**src/rtl/cache_control_nway_wb_if.sv**
```systemverilog
// CPU/pmem handshake and per-way datapath control bundle for cache_control_nway_wb.
// master: request side and datapath status; slave: the controller.
interface cache_control_nway_wb_if #(
   parameter int WAYS = 4
);
   localparam int WAY_W = $clog2(WAYS);

   logic             mem_read;
   logic             mem_write;
   logic             mem_resp;
   logic             pmem_resp;
   logic             pmem_read;
   logic             pmem_write;
   logic [WAYS-1:0]  way_hit;
   logic [WAYS-1:0]  way_valid;
   logic [WAYS-1:0]  way_dirty;
   logic [WAY_W-1:0] lru_way;
   logic [WAYS-1:0]  load_data;
   logic [WAYS-1:0]  load_tag;
   logic [WAYS-1:0]  set_dirty;
   logic [WAYS-1:0]  clr_dirty;
   logic             data_sel;
   logic             pmem_addr_sel;
   logic [WAY_W-1:0] victim_way;
   logic             lru_update;
   logic [WAY_W-1:0] lru_touch_way;

   modport slave (
      input  mem_read, mem_write, pmem_resp, way_hit, way_valid, way_dirty, lru_way,
      output mem_resp, pmem_read, pmem_write, load_data, load_tag, set_dirty, clr_dirty,
             data_sel, pmem_addr_sel, victim_way, lru_update, lru_touch_way
   );

   modport master (
      output mem_read, mem_write, pmem_resp, way_hit, way_valid, way_dirty, lru_way,
      input  mem_resp, pmem_read, pmem_write, load_data, load_tag, set_dirty, clr_dirty,
             data_sel, pmem_addr_sel, victim_way, lru_update, lru_touch_way
   );
endinterface

```
**src/rtl/cache_control_nway_wb.sv**
```systemverilog
// N-way write-back/write-allocate cache controller: zero-wait hits, misses take writeback+fill+1 cycles.
// CPU holds its request until mem_resp; optional saturating perf counters under CACHE_PERF_CNT_EN.
module cache_control_nway_wb #(
   parameter int WAYS = 4
`ifdef CACHE_PERF_CNT_EN
   , parameter int CNT_W = 32
`endif
) (
   input  logic                   clk,
   input  logic                   rst,
   cache_control_nway_wb_if.slave bus
`ifdef CACHE_PERF_CNT_EN
   , output logic [CNT_W-1:0]     hit_count
   , output logic [CNT_W-1:0]     miss_count
   , output logic [CNT_W-1:0]     wb_count
`endif
);
   localparam int WAY_W = $clog2(WAYS);

   typedef enum logic [1:0] {IDLE, WRITEBACK, FETCH} state_e;

   state_e           state_q, state_d;
   logic [WAY_W-1:0] victim_way_q, victim_way_d;

   logic             req, any_hit, any_inv;
   logic [WAY_W-1:0] hit_idx, inv_idx, victim;
   logic             mem_resp, pmem_read, pmem_write, data_sel, pmem_addr_sel, lru_update;
   logic [WAYS-1:0]  load_data, load_tag, set_dirty, clr_dirty;
   logic [WAY_W-1:0] lru_touch_way;
   logic             hit_evt, miss_evt, wb_evt;

   always_comb begin
      hit_idx = '0;
      inv_idx = '0;
      // Scan downward so the lowest matching index wins.
      for (int i = WAYS - 1; i >= 0; i--) begin
         if (bus.way_hit[i])    hit_idx = WAY_W'(i);
         if (!bus.way_valid[i]) inv_idx = WAY_W'(i);
      end
   end

   assign req     = bus.mem_read | bus.mem_write;
   assign any_hit = |bus.way_hit;
   assign any_inv = ~&bus.way_valid;
   assign victim  = any_inv ? inv_idx : bus.lru_way;

   always_comb begin
      state_d       = state_q;
      victim_way_d  = victim_way_q;
      mem_resp      = 1'b0;
      pmem_read     = 1'b0;
      pmem_write    = 1'b0;
      load_data     = '0;
      load_tag      = '0;
      set_dirty     = '0;
      clr_dirty     = '0;
      data_sel      = 1'b0;
      pmem_addr_sel = 1'b0;
      lru_update    = 1'b0;
      lru_touch_way = '0;
      hit_evt       = 1'b0;
      miss_evt      = 1'b0;
      wb_evt        = 1'b0;
      case (state_q)
         IDLE: begin
            if (req && any_hit) begin
               mem_resp      = 1'b1;
               lru_update    = 1'b1;
               lru_touch_way = hit_idx;
               hit_evt       = 1'b1;
               if (bus.mem_write) begin
                  load_data = WAYS'(1) << hit_idx;
                  set_dirty = WAYS'(1) << hit_idx;
               end
            end else if (req) begin
               victim_way_d = victim;
               miss_evt     = 1'b1;
               state_d      = (bus.way_valid[victim] && bus.way_dirty[victim]) ? WRITEBACK : FETCH;
            end
         end
         WRITEBACK: begin
            pmem_write    = 1'b1;
            pmem_addr_sel = 1'b1;
            if (bus.pmem_resp) begin
               wb_evt  = 1'b1;
               state_d = FETCH;
            end
         end
         FETCH: begin
            pmem_read = 1'b1;
            if (bus.pmem_resp) begin
               load_data = WAYS'(1) << victim_way_q;
               load_tag  = WAYS'(1) << victim_way_q;
               clr_dirty = WAYS'(1) << victim_way_q;
               data_sel  = 1'b1;
               state_d   = IDLE;
            end
         end
         default: state_d = IDLE;
      endcase
      // Reset abandons any pmem transaction and suppresses every strobe this cycle.
      if (rst) begin
         state_d       = IDLE;
         victim_way_d  = '0;
         mem_resp      = 1'b0;
         pmem_read     = 1'b0;
         pmem_write    = 1'b0;
         load_data     = '0;
         load_tag      = '0;
         set_dirty     = '0;
         clr_dirty     = '0;
         data_sel      = 1'b0;
         pmem_addr_sel = 1'b0;
         lru_update    = 1'b0;
         lru_touch_way = '0;
         hit_evt       = 1'b0;
         miss_evt      = 1'b0;
         wb_evt        = 1'b0;
      end
   end

   always_ff @(posedge clk) begin
      if (rst) begin
         state_q      <= IDLE;
         victim_way_q <= '0;
      end else begin
         state_q      <= state_d;
         victim_way_q <= victim_way_d;
      end
   end

   assign bus.mem_resp      = mem_resp;
   assign bus.pmem_read     = pmem_read;
   assign bus.pmem_write    = pmem_write;
   assign bus.load_data     = load_data;
   assign bus.load_tag      = load_tag;
   assign bus.set_dirty     = set_dirty;
   assign bus.clr_dirty     = clr_dirty;
   assign bus.data_sel      = data_sel;
   assign bus.pmem_addr_sel = pmem_addr_sel;
   assign bus.victim_way    = victim_way_q;
   assign bus.lru_update    = lru_update;
   assign bus.lru_touch_way = lru_touch_way;

`ifdef CACHE_PERF_CNT_EN
   logic [CNT_W-1:0] hit_count_q, hit_count_d;
   logic [CNT_W-1:0] miss_count_q, miss_count_d;
   logic [CNT_W-1:0] wb_count_q, wb_count_d;

   always_comb begin
      hit_count_d  = hit_count_q;
      miss_count_d = miss_count_q;
      wb_count_d   = wb_count_q;
      if (hit_evt  && !(&hit_count_q))  hit_count_d  = hit_count_q  + CNT_W'(1);
      if (miss_evt && !(&miss_count_q)) miss_count_d = miss_count_q + CNT_W'(1);
      if (wb_evt   && !(&wb_count_q))   wb_count_d   = wb_count_q   + CNT_W'(1);
   end

   always_ff @(posedge clk) begin
      if (rst) begin
         hit_count_q  <= '0;
         miss_count_q <= '0;
         wb_count_q   <= '0;
      end else begin
         hit_count_q  <= hit_count_d;
         miss_count_q <= miss_count_d;
         wb_count_q   <= wb_count_d;
      end
   end

   assign hit_count  = hit_count_q;
   assign miss_count = miss_count_q;
   assign wb_count   = wb_count_q;
`else
   logic unused_evt;
   assign unused_evt = hit_evt | miss_evt | wb_evt;
`endif
endmodule

```
**src/flat_wrapper.sv**
```systemverilog
// flat-port wrapper written by rule: the top's interface ports become plain ports
module cache_control_nway_wb_flat 
#(
   parameter int WAYS = 4

)
  (clk, rst, bus_mem_read, bus_mem_write, bus_pmem_resp, bus_way_hit, bus_way_valid, bus_way_dirty, bus_lru_way, bus_mem_resp, bus_pmem_read, bus_pmem_write, bus_load_data, bus_load_tag, bus_set_dirty, bus_clr_dirty, bus_data_sel, bus_pmem_addr_sel, bus_victim_way, bus_lru_update, bus_lru_touch_way);
  cache_control_nway_wb_if #(.WAYS(WAYS)) bus_i ();
  input  logic clk;
  input  logic rst;
  input wire logic [$bits(bus_i.mem_read)-1:0] bus_mem_read;
  input wire logic [$bits(bus_i.mem_write)-1:0] bus_mem_write;
  input wire logic [$bits(bus_i.pmem_resp)-1:0] bus_pmem_resp;
  input wire logic [$bits(bus_i.way_hit)-1:0] bus_way_hit;
  input wire logic [$bits(bus_i.way_valid)-1:0] bus_way_valid;
  input wire logic [$bits(bus_i.way_dirty)-1:0] bus_way_dirty;
  input wire logic [$bits(bus_i.lru_way)-1:0] bus_lru_way;
  output wire logic [$bits(bus_i.mem_resp)-1:0] bus_mem_resp;
  output wire logic [$bits(bus_i.pmem_read)-1:0] bus_pmem_read;
  output wire logic [$bits(bus_i.pmem_write)-1:0] bus_pmem_write;
  output wire logic [$bits(bus_i.load_data)-1:0] bus_load_data;
  output wire logic [$bits(bus_i.load_tag)-1:0] bus_load_tag;
  output wire logic [$bits(bus_i.set_dirty)-1:0] bus_set_dirty;
  output wire logic [$bits(bus_i.clr_dirty)-1:0] bus_clr_dirty;
  output wire logic [$bits(bus_i.data_sel)-1:0] bus_data_sel;
  output wire logic [$bits(bus_i.pmem_addr_sel)-1:0] bus_pmem_addr_sel;
  output wire logic [$bits(bus_i.victim_way)-1:0] bus_victim_way;
  output wire logic [$bits(bus_i.lru_update)-1:0] bus_lru_update;
  output wire logic [$bits(bus_i.lru_touch_way)-1:0] bus_lru_touch_way;
  assign bus_i.mem_read = bus_mem_read;
  assign bus_i.mem_write = bus_mem_write;
  assign bus_i.pmem_resp = bus_pmem_resp;
  assign bus_i.way_hit = bus_way_hit;
  assign bus_i.way_valid = bus_way_valid;
  assign bus_i.way_dirty = bus_way_dirty;
  assign bus_i.lru_way = bus_lru_way;
  assign bus_mem_resp = bus_i.mem_resp;
  assign bus_pmem_read = bus_i.pmem_read;
  assign bus_pmem_write = bus_i.pmem_write;
  assign bus_load_data = bus_i.load_data;
  assign bus_load_tag = bus_i.load_tag;
  assign bus_set_dirty = bus_i.set_dirty;
  assign bus_clr_dirty = bus_i.clr_dirty;
  assign bus_data_sel = bus_i.data_sel;
  assign bus_pmem_addr_sel = bus_i.pmem_addr_sel;
  assign bus_victim_way = bus_i.victim_way;
  assign bus_lru_update = bus_i.lru_update;
  assign bus_lru_touch_way = bus_i.lru_touch_way;
  cache_control_nway_wb #(.WAYS(WAYS)) u_core (.clk(clk), .rst(rst), .bus(bus_i));
endmodule
```
**config.mk**
```make
export PLATFORM = sky130hd
export DESIGN_NAME = cache_control_nway_wb_flat
export DESIGN_NICKNAME = d
export VERILOG_FILES = /design/src/rtl/cache_control_nway_wb_if.sv /design/src/rtl/cache_control_nway_wb.sv /design/src/flat_wrapper.sv
export SDC_FILE = /design/constraint.sdc
export NUM_CORES = 1
export LEC_CHECK = 0
export ABC_AREA = 0
export CAP_MARGIN = 25
export CORE_ASPECT_RATIO = 1.1
export CORE_MARGIN = 5
export CORE_UTILIZATION = 35
export DETAILED_ROUTE_END_ITERATION = 16
export HOLD_SLACK_MARGIN = 0.08
export PLACE_DENSITY = 0.87
export RECOVER_POWER = 50
export SKIP_CTS_REPAIR_TIMING = 1
export SLEW_MARGIN = 10
export SYNTH_ARGS = -nofsm -noshare
export SYNTH_HDL_FRONTEND = slang
export SYNTH_SLANG_ARGS = --single-unit
```
**constraint.sdc**
```tcl
create_clock -name clk -period 4.6 [get_ports clk]
set_input_delay 0.92 -clock clk [delete_from_list [all_inputs] [get_ports clk]]
set_output_delay 0.92 -clock clk [all_outputs]
set_load 0.005 [all_outputs]
```
==> results.json <==
{
  "dpl_cell_area_um2": 983,
  "hold_path.class": "flip-flop to flip-flop",
  "gr-total-overflow": 0,
  "antenna_cells": 0,
  "gp_congestion": 0.795,
  "yosys-top-cells-count": "11 x nor2_1, 10 x nor3_1, 6 x buf_4",
  "yosys_warnings": 0,
  "start_util": 0.366,
  "grt_pass1_wl_um": 3080,
  "track_usage": 0.151,
  "slew_violations": 0,
  "die_area_um2": 2540,
  "grt_pass1_vias": 695,
  "end_kind": "output pin",
  "clk_path_buf_depth": 2,
  "h-tree-depth": 1,
  "synth.most_common_cell": "nor2_1",
  "cp.arrival_ps": 2820,
  "critPathKind": "input pin to output pin",
  "ys_ff_latch": 4,
  "synth_top_area_cell": "dfxtp_1",
  "wl_um": 1890,
  "grt_antenna_before_repair": 0,
  "synth_cell_type_count": 33,
  "yosys-top-cells-area": "dfxtp_1 14%, nor3_1 8.8%, buf_4 7.9%",
  "fmax_mhz": 267,
  "maxCapViolations": 0,
  "rows": 15,
  "vdd_drop_max_mv": 0.100,
  "netlist_area_um2": 571,
  "grt_max_degree": 18,
  "die_w_um": 48.5,
  "p_per_area_nw_per_um2": 129,
  "path_max_fanout": 17,
  "vias_per_cell": 5.45,
  "cts_made_buffers": 3,
  "ios": 45,
  "hold_violations": 0,
  "drc": 0,
  "tritoncts": "done",
  "synth_top_area_share": 0.140,
  "fill_cells": 142,
  "core_area_um2": 1560,
  "cellLeakagePower_nw": 0.391,
  "fin_hold_ws_ps": 600,
  "postSynth.asyncResetShare": 0,
  "drive_above_1_share": 0.0750,
  "fin_skew_ps": 5.87,
  "cts-root-buf": "clkbuf_4",
  "synthCells": 81,
  "final_cell_area_um2": 981,
  "report.final.setup_viol": 0,
  "wire_per_inst_um": 13.8,
  "drt_iter0_drc": 20,
  "status": "finished clean",
  "dp_slack_ps": 856,
  "grt_setup_unrepaired": "false",
  "clkTransAtPathRegs_ps": 40,
  "numPortBuffers": 44,
  "cts.sinks": 4,
  "dp_hpwl_um": 1590,
  "start_kind": "input pin",
  "critPathRequiredTime_ps": 3680,
  "insertion_delay_ps": 240,
  "synth_edf_count": 0,
  "finalCritPeriodShare": 0.814,
  "postSynthAreaPerCell_um2": 7.04,
  "area_growth_pct": 71.9,
  "vias": 746,
  "drt_first_pass_iters": 4,
  "dp_cells": 134,
  "finalCriticalPeriod_ps": 3740,
  "worst-slew-pin-transition_ps": 807,
  "die_h_um": 52.3,
  "synthFlopType": "dfxtp_1",
  "syn_nets": 100,
  "ant_nets": 0,
  "slew_headroom": 0.454,
  "fin_ws_ps": 856,
  "seq_area_frac_synth": 0.140,
  "tns_ps": 0,
  "instances_no_fill": 137,
  "finalNetCount": 141
}
cell usage in the layout, fill, tap and decap left out, types with 2 or more instances in the layout:
cell type,instances
a21oi_1,2
a31oi_1,3
and3_1,2
clkbuf_4,3
clkdlybuf4s50_1,32
dfxtp_1,4
dlygate4sd3_1,12
inv_1,4
mux2i_1,3
nand2_1,5
nand2b_1,4
nor2_1,11
nor2b_1,2
nor3_1,10
nor3b_1,2
nor4_1,3
routing by layer:
layer,track usage,up-vias,share of wire
li1,-,370,-
met2,0.278,45,0.49
met4,0.0717,0,0.012
met3,0.0513,2,0.12
met5,0,-,0
met1,0.151,329,0.38
cell type report:
cell class	count	area (um2)	area share
Timing Repair Buffer	45	444	0.453
Clock buffer	3	22.5	0.0230
Sequential cell	4	80.1	0.0816
Multi-Input combinational cell	64	398	0.406
Tap cell	17	21.3	0.0217
Inverter	4	15.0	0.0153
cells by family after synthesis:
logic type | synth area share
buffers and inverters | 0.125
flip-flops | 0.140
AND/OR/NAND/NOR | 0.509
multiplexers | 0.0921
AO/OA/AOI/OAI | 0.134
worst max-delay path, stage by stage:
cell             delay, ps
clkdlybuf4s50_1        500
clkbuf_1               550
nor2b_1                170
and3_2                 240
clkdlybuf4s50_1        440
flip-flops by register name, indices dropped and copies added, names as in the netlist:
register               count
u_core.state_q             2
u_core.bus.victim_way      2
power breakdown:
group | internal [mW] | switching, mW
combinational | 0.0276 | 0.0190
sequential | 0.0353 | 0.000789
clock | 0.0292 | 0.0145
total | 0.0920 | 0.0342
stage by stage:
step | power (mW) | utilization
CTS | 0.130 | 0.646
finish | 0.126 | 0.630
floorplan | 0.0550 | -
global placement | 0.0835 | 0.631
detailed placement | 0.0853 | 0.631
global route | 0.135 | 0.630
worst paths after layout:
kind                                                             from                               endpoint  slack [ps]  depth (start not counted)
worst max-delay path                                              rst                       bus_set_dirty[2]         860                          5
worst min register to register  u_core.bus.victim_way[0]$_SDFFE_PP0P_  u_core.bus.victim_way[0]$_SDFFE_PP0P_         600                          3
worst max register to register         u_core.state_q[0]$_SDFFE_PP0P_  u_core.bus.victim_way[0]$_SDFFE_PP0P_        2850                          3
worst min-delay path            u_core.bus.victim_way[0]$_SDFFE_PP0P_  u_core.bus.victim_way[0]$_SDFFE_PP0P_         600                          3
Power figures use the tool's default switching activity.
